--- src/rtl/tx.sv ---
// tx: UART transmitter, 8 data bits LSB first, odd parity, one stop bit, Send/Sent handshake.
module tx #(
  parameter int CLK_FREQUENCY = 100_000_000,
  parameter int BAUD_RATE     = 19_200
) (
  input  logic       clk,
  input  logic       rst,
  input  logic       Send,
  input  logic [7:0] Din,
  output logic       Sout,
  output logic       Sent,
  output logic       Busy
);
  localparam int BAUD_CYCLES = CLK_FREQUENCY / BAUD_RATE;
  localparam int TW = BAUD_CYCLES > 1 ? $clog2(BAUD_CYCLES) : 1;
  typedef enum logic [2:0] {IDLE, START, BITS, PAR, STOP, ACK} state_t;
  state_t        state_q;
  logic [TW-1:0] timer_q;
  logic [2:0]    cnt_q;
  logic [8:0]    shreg_q;
  logic          sout_q;
  logic          timer_done;
  assign timer_done = timer_q == TW'(BAUD_CYCLES - 1);
  assign Sout = sout_q;
  assign Sent = state_q == ACK;
  assign Busy = state_q != IDLE && state_q != ACK;
  // every state change in START..STOP coincides with timer_done, so wrapping also clears on change
  always_ff @(posedge clk) begin
    if (rst) begin
      state_q <= IDLE;
      sout_q  <= 1'b1;
      timer_q <= '0;
      cnt_q   <= '0;
      shreg_q <= '0;
    end else begin
      timer_q <= (timer_done || !Busy) ? '0 : timer_q + 1'b1;
      case (state_q)
        IDLE: if (Send) begin
          shreg_q <= {~^Din, Din};
          cnt_q   <= '0;
          sout_q  <= 1'b0;
          state_q <= START;
        end
        START: if (timer_done) begin
          sout_q  <= shreg_q[0];
          state_q <= BITS;
        end
        BITS: if (timer_done) begin
          shreg_q <= shreg_q >> 1;
          sout_q  <= shreg_q[1];
          cnt_q   <= cnt_q + 3'd1;
          if (cnt_q == 3'd7) state_q <= PAR;
        end
        PAR: if (timer_done) begin
          sout_q  <= 1'b1;
          state_q <= STOP;
        end
        STOP: if (timer_done) state_q <= ACK;
        ACK: if (!Send) state_q <= IDLE;
        default: state_q <= IDLE;
      endcase
    end
  end
endmodule

--- config.mk ---
export PLATFORM = sky130hd
export DESIGN_NAME = tx
export DESIGN_NICKNAME = d
export VERILOG_FILES = /design/src/rtl/tx.sv
export SDC_FILE = /design/constraint.sdc
export NUM_CORES = 1
export LEC_CHECK = 0
export BUFFER_PORTS_ARGS = -buffer_cell sky130_fd_sc_hd__buf_2
export CAP_MARGIN = 15
export CORE_AREA = 3 3 63 65
export DETAILED_ROUTE_END_ITERATION = 10
export DIE_AREA = 0 0 66 68
export HOLD_SLACK_MARGIN = 0.05
export SLEW_MARGIN = 20
export SYNTH_ARGS = -nofsm -noshare
export SYNTH_HDL_FRONTEND = slang
export SYNTH_SLANG_ARGS = --single-unit
export TNS_END_PERCENT = 100
--- constraint.sdc ---
create_clock -name clk -period 1.95 [get_ports clk]
set_input_delay 0.2925 -clock clk [delete_from_list [all_inputs] [get_ports clk]]
set_output_delay 0.2925 -clock clk [all_outputs]
set_load 0.01 [all_outputs]
---- Word-level counts from Yosys, hierarchy flattened ----
Cells that the tools add are included.
storage, ports and cells
  register bits after elaboration ......... 29
  input bits .............................. 11
  output and inout bits ................... 3
  word-level logic and storage cells ...... 53
operators by class
  $add $sub $neg .......................... 2
  equality and inequality tests ........... 15
  multiplexer cells ....................... 19
  reductions and logical operators ........ 12
operator list
  cell                     count
  $mux W3                  9
  $mux W9                  2
  $pmux W3 S6              1
  $pmux W9 S2              1
  $ne A2 B2 Y1 const B     7
  $add A13 B1 Y13 const B  1
  $eq A13 B13 Y1 const B   1
  $eq A3 B3 Y1 const B     3
  $reduce_xnor A8 Y1       1
  $reduce_and A7 Y1        1
  $eq A3 B2 Y1 const B     2
  $pmux W3 S2              1
  $reduce_and A5 Y1        1
  $mux W1                  4
  $pmux W1 S4              1
  $reduce_bool A4 Y1       1
  $add A3 B1 Y3 const B    1
  $eq A3 B1 Y1 const B     1
  $logic_not A3 Y1         1
  $ne A3 B3 Y1 const B     1
  $reduce_and A3 Y1        1
  $reduce_bool A3 Y1       1
  $reduce_bool A2 Y1       1
  $reduce_or A2 Y1         1
  3 further kinds          3

---- Longest topological paths before layout ----
Gate-level depths: netlist of run 1.
  word-level depth ........................ 5
  mapped depth ............................ 6
  gate-level depth less buffers ........... 6

---- Worst setup path after synthesis of run 1 ----
OpenSTA, ideal clock, no wires.
  path kind ............................... reg2reg
  from .................................... register timer_q[8]
  to ...................................... register shreg_q[2]
  library setup time ...................... 0.134 ns
  arrival time ............................ 1.720 ns
  data required time ...................... 1.816 ns
  setup slack ............................. 0.096 ns
  cell stages (with the launch flop) ...... 7
  path buffers ............................ 2
  clock period less this slack ............ 1.854 ns
  cells stage by stage .................... dfxtp_1 buf_2 or4b_4 o41ai_4 and2_1 buf_4 a211oi_1
between the ends
  longest elaborated chain between the ends .. 3
ends and longest elaborated chain
  what                                line  RTL
  from (decl)                         18    logic [TW-1:0] timer_q;
  from (signal assigned)              36    timer_q <= (timer_done || !Busy) ? '0 : timer_q + 1'b1;
  $eq A13 B13 Y1                      23    assign timer_done = timer_q == TW'(BAUD_CYCLES - 1);
  $ne A2 B2 Y1 (no source line)       -
  $reduce_and A3 Y1 (no source line)  -
  to (signal assigned)                39    shreg_q <= {~^Din, Din};
  to (signal assigned)                49    shreg_q <= shreg_q >> 1;
  to (decl)                           20    logic [8:0] shreg_q;
No other way between the ends.
A chain may end at the register's enable or synchronous reset.

---- Worst setup path after layout of run 1 ----
  from .................................... register state_q[2]
  to ...................................... output Busy
between the ends
  longest elaborated chain between the ends .. 2
  elaborated cells on any way between the ends .. 3
  those cells by class .................... 1 x eq/ne; 2 x reduce/logical
ends and longest elaborated chain
  what                                                       line  RTL
  from (decl)                                                17    state_t state_q;
  from (signal assigned)                                     30    state_q <= IDLE;
  from (signal assigned)                                     42    state_q <= START;
  from (signal assigned)                                     46    state_q <= BITS;
  $ne A3 B3 Y1 / $reduce_bool A3 Y1 (equally long branches)  26    assign Busy = state_q != IDLE && state_q != ACK;
  $logic_and A1 B1 Y1 (*)                                    26
  to (decl)                                                  12    output logic Busy
Every way passes the cells marked *; elsewhere a longest branch is shown, timed or not.

==> results of run 1 <==
## worst min-delay path, delay by kind of cell
family                 cells  cell delay, ns
buffers and inverters      1            0.11
multiplexers               1            0.11
AO/OA/AOI/OAI              1            0.08
## routing by layer
metal,up-vias,wire length (µm)
met3,7,116
met4,0,45
met5,-,0
met1,573,1538
li1,662,-
met2,14,1279
## cell type report
class | count | area (µm²)
clock buffer | 7 | 65.06
inverter | 6 | 22.52
sequential | 29 | 580.6
timing repair buffer | 20 | 117.6
tap | 46 | 57.56
clock inverter | 1 | 5.005
multi-input combinational | 130 | 888.4
fill | 328 | 1653
## cells by family after synthesis
| kind of cell | Yosys count | share of synthesized area, % |
|---|---|---|
| AND/OR/NAND/NOR | 65 | 22.86 |
| AO/OA/AOI/OAI | 34 | 15.71 |
| XOR/XNOR | 19 | 10.82 |
| multiplexers | 9 | 5.859 |
| adder cells (fa/ha/maj) | 3 | 2.441 |
| buffers and inverters | 17 | 4.557 |
| flip-flops | 29 | 37.75 |
## layout by cell type (no fill, tap or decap), types with 6 or more instances in the layout
| master | n |
|---|---|
| mux2i_1 | 9 |
| dfxtp_1 | 29 |
| nand4_1 | 6 |
| a21oi_1 | 12 |
| buf_4 | 7 |
| buf_2 | 13 |
| nor2_1 | 22 |
| a211oi_1 | 12 |
| nand2_1 | 8 |
| inv_1 | 6 |
| xnor2_1 | 15 |
## state kept, by name, indices dropped and copies added, names as in the netlist
register	count
state_q	3
cnt_q	3
Sout	1
timer_q	13
shreg_q	9
## worst max-delay path by stage
stage | to | slack [ns] | cells after the start
finish | Busy | 0.20 | 4
floorplan | shreg_q[2] | 0.1 | 6
detailed placement | shreg_q[4] | 0.17 | 4
CTS | shreg_q[4] | 0.15 | 4
global placement | shreg_q[4] | 0.25 | 4
global route | shreg_q[7] | 0.05 | 6
## cell usage after synthesis, types with 2 or more instances
cell / number / area, µm²
a21oi_1: 12 / 60.06
buf_1: 2 / 7.510
nand2b_1: 2 / 12.51
clkbuf_1: 6 / 22.52
buf_2: 2 / 10.01
ha_1: 3 / 37.54
o21ai_0: 2 / 10.01
a211oi_1: 12 / 90.09
xnor2_1: 15 / 131.4
a31oi_1: 2 / 12.51
inv_1: 6 / 22.52
nand2_1: 8 / 30.03
nand3_1: 5 / 25.02
and3_1: 5 / 31.28
xor2_1: 4 / 35.03
nor2_1: 22 / 82.58
nand4b_1: 2 / 17.52
nand4_1: 6 / 37.54
nor3_1: 5 / 25.02
dfxtp_1: 29 / 580.6
mux2i_1: 9 / 90.09
## metrics by stage
stage                     hold slack [ns]  utilization [%]  std cells  instance area (µm²)
after floorplan                    0.4175                -        176                 1538
after detailed placement           0.4436            49.13        231                 1665
after global routing               0.3123            51.24        239                 1737
after CTS                          0.2977            51.20        239                 1735
after global placement             0.4329            49.13        231                 1665
final                              0.3060            51.24        239                 1737
## power groups by stage
stage | sequential (mW) | clock [mW] | combinational [mW]
2_1_floorplan | 0.638 | 0 | 0.0915
3_3_place_gp | 0.640 | 0 | 0.123
3_5_place_dp | 0.641 | 0 | 0.127
4_1_cts | 0.627 | 0.432 | 0.128
5_1_grt | 0.630 | 0.454 | 0.145
6_report | 0.627 | 0.414 | 0.127
## timing repair
action	4_1_cts	5_1_grt
resized for setup	0	1
setup endpoints to repair	0	2
endpoints found under the hold margin	0	0
==> flow_results.org, run 1 <==
** GRT
- Via count of the first global-routing pass :: 1,128
- Global Route Usage Sum :: around 15%
- Gr busiest metal :: met2
- Number of antenna violations at the first check in global routing :: 0
- The first global-routing pass estimated approximately 5200 µm of wire.
- GR Util met1 :: 20.24%
- GR Util met2 :: between 20% and 30%
- The total overflow left after global routing is 0.
- Entering global routing, the biggest net connects 24 pins.
- Global routing consumed, on the met3 layer, roughly 5.4% of the routing resources.

** Die
- During I/O placement, the number of pins put on the boundary was 14.
- Number of placement rows :: 21
- The core region is roughly 3400 µm².
- Die Wd :: 66 µm
- For this configuration, the core starts out at a cell density of between 40% and 50%.
- Area of the die :: about 4500 µm²
- Die boundary height :: roughly 70 µm

** Critical path
- STA puts the critical path data arrival time at 1.46 ns.
- In this design, the stage delay of the slowest critical-path cell is slightly above 0.4 ns.
- On the critical path the largest part of the delay comes from flip-flops.
- Walking the worst path, the cells encountered are or2_2, a21oi_1, inv_1, buf_2.
- Maximum fanout encountered on the critical timing path :: 10
- Counting both buffers and inverters, the worst setup path holds a total of 2.
- Setup crit end kind :: output port
- The worst setup path is launched from a flop.
- Setup slack on the worst reg-to-reg path comes out at 0.23 ns.
- The critical path in this run is classified as flop to output port.
- Reg2Reg Capture Point :: shreg_q[2]
- Slowest library cell on the worst path :: dfxtp_1
- Required arrival time at the worst endpoint :: 1.66 ns
- Launch point of the critical path :: state_q[2]
- For the worst flop-to-flop path, the logic depth is 5.
- Launch point of the worst reg-to-reg path :: timer_q[10]

** Placed design
- Before CTS, the worst setup slack after placement is between 0.15 and 0.2 ns.
- Half-perimeter wire length after detailed placement :: 2203 µm
- The count of buffers added on input and output ports is 13.
- At the end of routability-driven placement, the weighted congestion stood at ~0.75.

** Timing
- Crit path time final :: about 1.8 ns
- Total count of hold-check failures in the final report :: 0
- Post-route clock period utilization :: between 80% and 90%
- On the final layout, the worst clock skew is between 0.01 and 0.015 ns.
- Slew of the pin with the lowest slew margin :: between 0.4 and 0.5 ns
- Headroom to the max-slew limit came out at 69.22%.
- Achievable clock frequency :: 571.0 MHz
- Setup slack of the critical path after layout :: slightly below 0.2 ns
- Setup violations, final :: 0
- For the final routed database, the setup TNS stands at 0 ns.
- Unrepaired setup endpoints after global routing :: no
- The final number of max-transition violations came to 0.

** Clocking
- TritonCTS Buffers :: 5
- The clock passes through at most 2 buffers.
- Cell at the root of the clock tree :: clkbuf_4
- After clock tree synthesis, the clock-pin slew on the worst setup and hold paths is around 0.10 ns.
- TritonCTS built the clock tree.
- Buffers inserted during post-CTS setup optimization :: 0
- Clock sink count :: 29
- Clock network latency to the later pin of the worst-skew pair :: 0.33 ns
- After clock tree synthesis, the flow added hold-fix buffers numbering 0.
- Clock H-tree levels :: 2

** Cells and area
- 0 antenna diodes ended up in the layout.
- In the final design database the tool counted 206 nets.
- Relative to the synthesized area, the layout overhead comes to 12.94%.
- Fraction of layout cells with a size suffix above 1 :: 17.10%

** Power and ir drop
- In this run the static leakage power is ~0.63 nW.
- Internal power comes to 881.5 µW.
- Power spread over the standard cell area amounts to slightly below 700 nW/µm².
- The completed layout was analyzed and its total power is between 1 and 1.5 mW.
- Worst-case vdd ir drop :: around 0.00037 V
- Proportion of power drawn by combinational gates :: a little over a tenth
- In this run switching power makes up around a quarter of total power.
- The share of total power dissipated in sequential elements is 53.7%.
- In this run the power spent charging and discharging nets is 286.1 µW.
- Of the total power, the clock network draws between 30% and 40%.

** Min path
- Worst Hold Endpoint :: shreg_q[0]
- The worst hold path begins at Din[0].
- The path class of the tightest hold or removal check is primary input to flop.
- Worst hold path stage count :: 3

** Run status
- The flow ran to the end, and the final reports show no timing, DRC or antenna violations.

** Synth
- Primary flip-flop cell chosen by synthesis mapping :: dfxtp_1
- Synthesis handed over a netlist of roughly 180 instances.
- Number of storage elements in the synthesis netlist :: 29
- In the synthesized netlist the async set-or-reset flop fraction comes to 0%.
- Synth Warn # :: 0
- Count of different cell masters after synthesis :: 38
- After synthesis the cells add up to 1538 µm².
- Sequential cells were found to cover 37.75% of the synthesized design area.
- The number of nets in the synthesized netlist is 190.
- Mean cell area of the mapped netlist :: 8.737 µm²
- Yosys mapped a number of flops with a built-in enable equal to 0.

** Route
- Routed wire length per instance :: 12.46 µm
- Number of nets still failing antenna checks after routing :: 0
- DRC :: 0
- After the first detailed-routing iteration, the DRC count stood at 39.
- Post-detailed-routing wire length :: roughly 3000 µm
- The final route contains between 1,000 and 1,500 vias.
- The first TritonRoute pass finished after 4 iterations.
- Routed via count divided by cell count :: 5.255

** Flow run
- Max cap viols :: 0
Note: power is estimated with default switching activity, not from simulation.
==> run 2, diff against run 1 <==
BUFFER_PORTS_ARGS = unset   (was -buffer_cell sky130_fd_sc_hd__buf_2)
DONT_BUFFER_PORTS = 1   (was unset)
==> flow_results.org, run 2 (synthesis gave the netlist of run 1 again) <==
** Route
- Number of search-and-repair iterations in the first detailed-routing pass :: 4 (unchanged)
- Routed via count divided by cell count :: 5.509 (was 5.255)
- Number of nets still failing antenna checks after routing :: 0 (unchanged)
- First-iteration detailed-routing DRC count :: 58 (was 39)
- Post-detailed-routing wire length :: 3206 µm (was 2979 µm)
- Routed wire length per instance :: 14.06 µm (was 12.46 µm)
- Vias after detailed routing :: 1,256 (unchanged)
- The DRC violation count after routing is 0 (unchanged).

** Die
- Top-Level Pins :: 14 (unchanged)
- The die area was 4488 µm² (unchanged).
- Die Wd :: 66 µm (unchanged)
- Die boundary height :: 68 µm (unchanged)
- Number of placement rows :: 21 (unchanged)
- The initial core utilization was 45.37% (unchanged).
- Standard cell core area :: 3390 µm² (unchanged)

** Clocking
- The number of resized instances in the post-cts repair step came to 0 (unchanged).
- Cell at the root of the clock tree :: clkbuf_4 (unchanged)
- The clock latency on the worst-skew pair was 0.32 ns (was 0.33 ns).
- The level count of the clock H-tree is 2 (unchanged).
- The number of clock sinks seen by CTS came to 29 (unchanged).
- Number of hold buffers added after cts :: 1 (was 0)
- TritonCTS Buffers :: 5 (unchanged)
- CTS max path bufs :: 2 (unchanged)
- The clock slew seen by the registers of the worst setup and hold paths is 0.08 ns (was 0.10 ns).
- Clock tree from TritonCTS :: done (unchanged)
- Buffers inserted during post-CTS setup optimization :: 0 (unchanged)

** Cells and area
- Count of placed standard cells in the final layout, fillers left out :: 228 (was 239)
- The layout-stage area growth over the synthesis result was 8.381% (was 12.94%).
- Register name with the most flops :: timer_q (unchanged)
- The share of cells above drive strength 1 came to 9.341% (was 17.10%).
- Most used cells in the layout excluding fill and tap cells :: dfxtp_1, nor2_1, xnor2_1 (unchanged)
- Count of antenna diodes in the layout :: 0 (unchanged)
- Most common cell after layout, fill and taps aside :: dfxtp_1 (unchanged)
- Registers with the most flip-flops :: timer_q: 13 flops, shreg_q: 9 flops (unchanged)
- The final net count came to 195 (was 206).
- The number of flip-flops under the largest register name came to 13 (unchanged).
- Final core utilization :: 49.17% (was 51.24%)
- The count of fill cells added during filler insertion is 330 (was 328).

** Critical path
- The required time of the critical path is 2.18 ns (was 1.66 ns).
- Setup crit end kind :: flop (was output port)
- The cell family with the largest share of critical-path delay was compound AO/OA/AOI/OAI gates (was flip-flops).
- Maximum fanout encountered on the critical timing path :: 8 (was 10)
- Delay contributed by the slowest stage of the critical path :: 0.51 ns (was 0.41 ns)
- Slowest library cell on the worst path :: or4b_4 (was dfxtp_1)
- Worst path cell trace: or4b_4, o41ai_4, buf_4, a21oi_1, a211oi_1 (was or2_2, a21oi_1, inv_1, buf_2).
- The critical path start-end classification is flop to flop (was flop to output port).
- The total buffers and inverters traversed by the critical path is 1 (was 2).
- The startpoint kind of the worst setup timing path was a flop (unchanged).
- Critical path data arrival time :: 2.00 ns (was 1.46 ns)

** Min path
- The kind of path behind the tightest hold check was primary input to flop (unchanged).

** GRT
- Number of antenna violations at the first check in global routing :: 0 (unchanged)
- The number of global-route vias before repair came to 1,187 (was 1,128).
- Maximum number of pins on one net before global-route repair :: 24 (unchanged)
- The first-pass GRT wire length is 5485 µm (was 5154 µm).
- The global-route usage over all layers is 16.02% (was 15.17%).
- Global route total overflow :: 0 (unchanged)

** Timing
- The number of setup violations in the final report was 0 (unchanged).
- Sum of negative setup slack :: 0 ns (unchanged)
- Total count of max-transition violations in the final report :: 0 (unchanged)
- Achievable clock frequency :: 564.1 MHz (was 571.0 MHz)
- The worst-case clock skew came to 0.004432 ns (was 0.01049 ns).
- Unrepaired setup endpoints after global routing :: no (unchanged)
- The actual transition at the worst max-transition pin came to 0.5232 ns (was 0.4552 ns).
- Crit path time final :: 1.773 ns (was 1.751 ns)
- The worst relative slew slack is 65.00% (was 69.22%).
- Setup slack of the critical path after layout :: 0.1773 ns (was 0.1986 ns)
- Worst hold-check slack :: 0.07673 ns (was 0.3060 ns)
- The number of hold violations in the final report came to 0 (unchanged).
- Post-route clock period utilization :: 90.91% (was 89.82%)

** Flow run
- The number of violations of the max-capacitance limit is 0 (unchanged).

** Power and ir drop
- Switching share of power :: 25.27% (was 24.50%)
- The combinational power share came to 10.4% (was 10.9%).
- Reported leakage power :: 0.5741 nW (was 0.6323 nW)
- The worst IR drop on VDD came to 0.0004236 V (was 0.0003663 V).
- Internal cell power :: 808.5 µW (was 881.5 µW)
- Power per cell area :: 649.2 nW/µm² (was 672.3 nW/µm²)
- The reported net switching power came to 273.4 µW (was 286.1 µW).
- Sequential cell fraction of total power :: 58.0% (was 53.7%)
- The clock network fraction of design power is 31.6% (was 35.5%).

** Placed design
- The cell count after placement is 219 (was 231).
- The post-place setup slack is 0.1797 ns (was 0.1662 ns).
- Number of input and output port buffers inserted :: 0 (was 13)
- Half-perimeter wire length after detailed placement :: 2300 µm (was 2203 µm)
- Gpl congestion :: 0.7255 (was 0.7465)

** Run status
- Outcome: completed (unchanged).
==> run 2: routing by layer <==
metal	track usage, %	routed length, µm
met1	19.98	1499
met4	6.091	53
met2	26.16	1528
met5	0	0
met3	4.762	124
==> run 2: power by group through the flow <==
stage	clock (mW)	combinational, mW	sequential [mW]
3_3_place_gp	0	0.103	0.640
3_5_place_dp	0	0.108	0.641
2_1_floorplan	0	0.0915	0.638
6_report	0.342	0.113	0.627
4_1_cts	0.355	0.114	0.627
5_1_grt	0.375	0.125	0.630
==> run 2: layout make-up <==
class / count / area, µm² / area share (%)
clock buffers: 8 / 48.80 / 2.928
flip-flops and latches: 29 / 580.6 / 34.83
repair buffers: 9 / 70.07 / 4.204
well taps: 46 / 57.56 / 3.453
inverters: 6 / 22.52 / 1.351
multi-input cells: 130 / 887.1 / 53.23
==> run 2: path summary, 6_finish.rpt <==
check / start / endpoint / slack [ns] / cells past startpoint
min reg2reg: timer_q[0] / timer_q[0] / 0.47 / 1
min: rst / shreg_q[8] / 0.08 / 1
max reg2reg: timer_q[10] / shreg_q[2] / 0.18 / 5
max: timer_q[10] / shreg_q[2] / 0.18 / 5
==> run 2: worst register-to-register path: stages (launching register included) <==
cell and delay [ns]:
dfxtp_1 0.40, or4b_4 0.51, o41ai_4 0.23, buf_4 0.21, a21oi_1 0.08, a211oi_1 0.24
==> run 2: stage by stage <==
step	power (mW)	area, µm²
final	1.082	1667
after global routing	1.131	1667
after CTS	1.096	1667
after detailed placement	0.7486	1608
after global placement	0.7424	1608
after floorplan	0.7292	1538
==> run 3, diff against run 2 <==
CTS_BUF_LIST = sky130_fd_sc_hd__clkbuf_16   (was unset)
==> flow_results.org, run 3 (synthesis gave the netlist of run 1 again) <==
** Run status
- Outcome :: completed (unchanged)

** GRT
- Global route total overflow :: 0 (unchanged)
- Via count of the first global-routing pass :: 1,194 (was 1,187)
- The first-pass GRT wire length came to 5609 µm (was 5485 µm).
- The global-route usage over all layers is 16.68% (was 16.02%).
- Maximum number of pins on one net before global-route repair :: 24 (unchanged)
- Number of antenna violations at the first check in global routing :: 0 (unchanged)

** Clocking
- The deepest clock path buffer count is 2 (unchanged).
- The hold-fix buffer count after cts came to 0 (was 1).
- The clock slew seen by the registers of the worst setup and hold paths is 0.05 ns (was 0.08 ns).
- The TritonCTS buffer count is 5 (unchanged).
- Cell at the root of the clock tree :: clkbuf_16 (was clkbuf_4)
- Clock sink count :: 29 (unchanged)
- The clock latency on the worst-skew pair came to 0.27 ns (was 0.32 ns).
- Clock H-tree levels :: 2 (unchanged)
- The TritonCTS clock tree is done (unchanged).
- The number of resized instances in the post-cts repair step is 0 (unchanged).
- The number of setup buffers added after CTS was 0 (unchanged).

** Die
- Number of placement rows :: 21 (unchanged)
- The number of top-level pins is 14 (unchanged).
- The die area is 4488 µm² (unchanged).
- The initial core utilization is 45.37% (unchanged).
- The total core area was 3390 µm² (unchanged).
- The height of the die was 68 µm (unchanged).
- The die width is 66 µm (unchanged).

** Power and ir drop
- The cell internal power dissipation was 1.123 mW (was 808.5 µW).
- Power per cell area :: 823.5 nW/µm² (was 649.2 nW/µm²)
- Total Power :: 1.436 mW (was 1.082 mW)
- The clock network fraction of design power was 48.7% (was 31.6%).
- Sequential cell fraction of total power :: 43.9% (was 58.0%)
- Proportion of power drawn by combinational gates :: 7.4% (was 10.4%)
- Worst-case vdd ir drop :: 0.0004754 V (was 0.0004236 V)
- The reported net switching power was 313.7 µW (was 273.4 µW).
- The leakage power summed over all cells is 0.6209 nW (was 0.5741 nW).
- Switching share of power :: 21.84% (was 25.27%)

** Cells and area
- Most used cells in the layout excluding fill and tap cells: dfxtp_1, nor2_1, xnor2_1 (unchanged).
- Fill cell total of the finished layout :: 325 (was 330)
- Number of nets in the finished design :: 194 (was 195)
- The layout-stage area growth over the synthesis result is 13.43% (was 8.381%).
- The sequential cell area in the final layout is 580.6 µm² (unchanged).
- Most common cell after layout, fill and taps aside :: dfxtp_1 (unchanged)
- Flip-flop count of the largest register after layout :: 13 (unchanged)
- Count of antenna diodes in the layout :: 0 (unchanged)
- Area occupied by multi-input gates :: 887.1 µm² (unchanged)
- Register name with the most flops :: timer_q (unchanged)
- Registers with the most flip-flops :: timer_q: 13 flops, shreg_q: 9 flops (unchanged)
- The share of cells above drive strength 1 came to 9.392% (was 9.341%).

** Timing
- The number of setup violations in the final report was 0 (unchanged).
- Unrepaired setup endpoints after global routing: no (unchanged).
- Total count of hold-check failures in the final report :: 0 (unchanged)
- The shortest clock period the worst path allows after layout was 1.760 ns (was 1.773 ns).
- The maximum clock frequency was 568.1 MHz (was 564.1 MHz).
- The sum of negative setup slack is 0 ns (unchanged).
- The worst-case clock skew was 0.002925 ns (was 0.004432 ns).
- The fraction of the cycle the final worst path needs came to 90.27% (was 90.91%).
- Remaining max-slew budget at the tightest pin :: 66.21% (was 65.00%)
- Slew of the pin with the lowest slew margin :: 0.4998 ns (was 0.5232 ns)
- Total count of max-transition violations in the final report :: 0 (unchanged)

** Placed design
- Half-perimeter wire length after detailed placement :: 2300 µm (unchanged)
- The number of port buffers came to 0 (unchanged).
- Gpl congestion :: 0.7255 (unchanged)

** Route
- The via total after detailed routing came to 1,251 (was 1,256).
- Post-detailed-routing wire length :: 3246 µm (was 3206 µm)
- The number of iterations in the first detailed-routing pass is 4 (unchanged).
- The routed length per placed instance is 14.30 µm (was 14.06 µm).
- Routed via count divided by cell count :: 5.511 (was 5.509)
- Number of nets still failing antenna checks after routing :: 0 (unchanged)
- The number of DRC markers after the initial detailed-route iteration is 63 (was 58).
- DRC :: 0 (unchanged)

** Critical path
- The required time of the critical path came to 2.12 ns (was 2.18 ns).
- Setup crit end kind :: flop (unchanged)
- The biggest fanout along the worst timing path was 8 (unchanged).
- The startpoint kind of the worst setup timing path is a flop (unchanged).
- The data arrival time of the worst path came to 1.93 ns (was 2.00 ns).
- The critical path start-end classification is flop to flop (unchanged).

** Flow run
- The number of violations of the max-capacitance limit was 0 (unchanged).

** Min path
- The kind of path behind the tightest hold check is primary input to flop (unchanged).
## run 3: through the flow
stage	instances	hold slack, ns	setup slack (ns)	cell area, µm²	util, %
2_1_floorplan	176	0.4175	0.09562	1538	-
3_3_place_gp	219	0.3644	0.2543	1608	47.43
3_5_place_dp	219	0.3682	0.1797	1608	47.43
4_1_cts	227	0.08178	0.1687	1744	51.46
5_1_grt	227	0.08285	0.05421	1744	51.46
6_report	227	0.08726	0.1897	1744	51.46
## run 3: final timing paths
check                                  from          to  slack [ns]  depth (start not counted)
worst max register to register  timer_q[10]  shreg_q[2]        0.19                          5
worst min register to register   timer_q[0]  timer_q[0]        0.46                          1
worst max-delay path            timer_q[10]  shreg_q[2]        0.19                          5
worst min-delay path                    rst    cnt_q[0]        0.09                          1
## run 3: cell type report
cell class	instances	share of cell area, %
Sequential cell	29	33.29
Timing Repair Buffer	8	3.443
Clock inverter	3	0.6456
Clock buffer	5	7.174
Tap cell	46	3.300
Inverter	6	1.291
Multi-Input combinational cell	130	50.86
## run 3: power by group through the flow
stage | logic (mW) | clock network [mW] | registers (mW)
after floorplan | 0.0915 | 0 | 0.638
after global placement | 0.103 | 0 | 0.640
after detailed placement | 0.108 | 0 | 0.641
after CTS | 0.108 | 0.721 | 0.630
after global routing | 0.119 | 0.737 | 0.632
final | 0.107 | 0.700 | 0.630
## run 3: routing by layer
| layer | GRT usage [%] | share of wire (%) | vias up | wire [µm] |
|---|---|---|---|---|
| li1 | - | - | 635 | - |
| met1 | 20.70 | 48 | 592 | 1552 |
| met2 | 26.16 | 46 | 20 | 1500 |
| met3 | 4.762 | 3.9 | 4 | 127 |
| met4 | 9.137 | 2.0 | 0 | 65 |
| met5 | 0 | 0 | - | 0 |
## run 3: worst max-delay path, cell delays in order (launching register included)
cell	delay (ns)
dfxtp_1	0.39
or4b_4	0.51
o41ai_4	0.23
buf_4	0.21
a21oi_1	0.08
a211oi_1	0.24
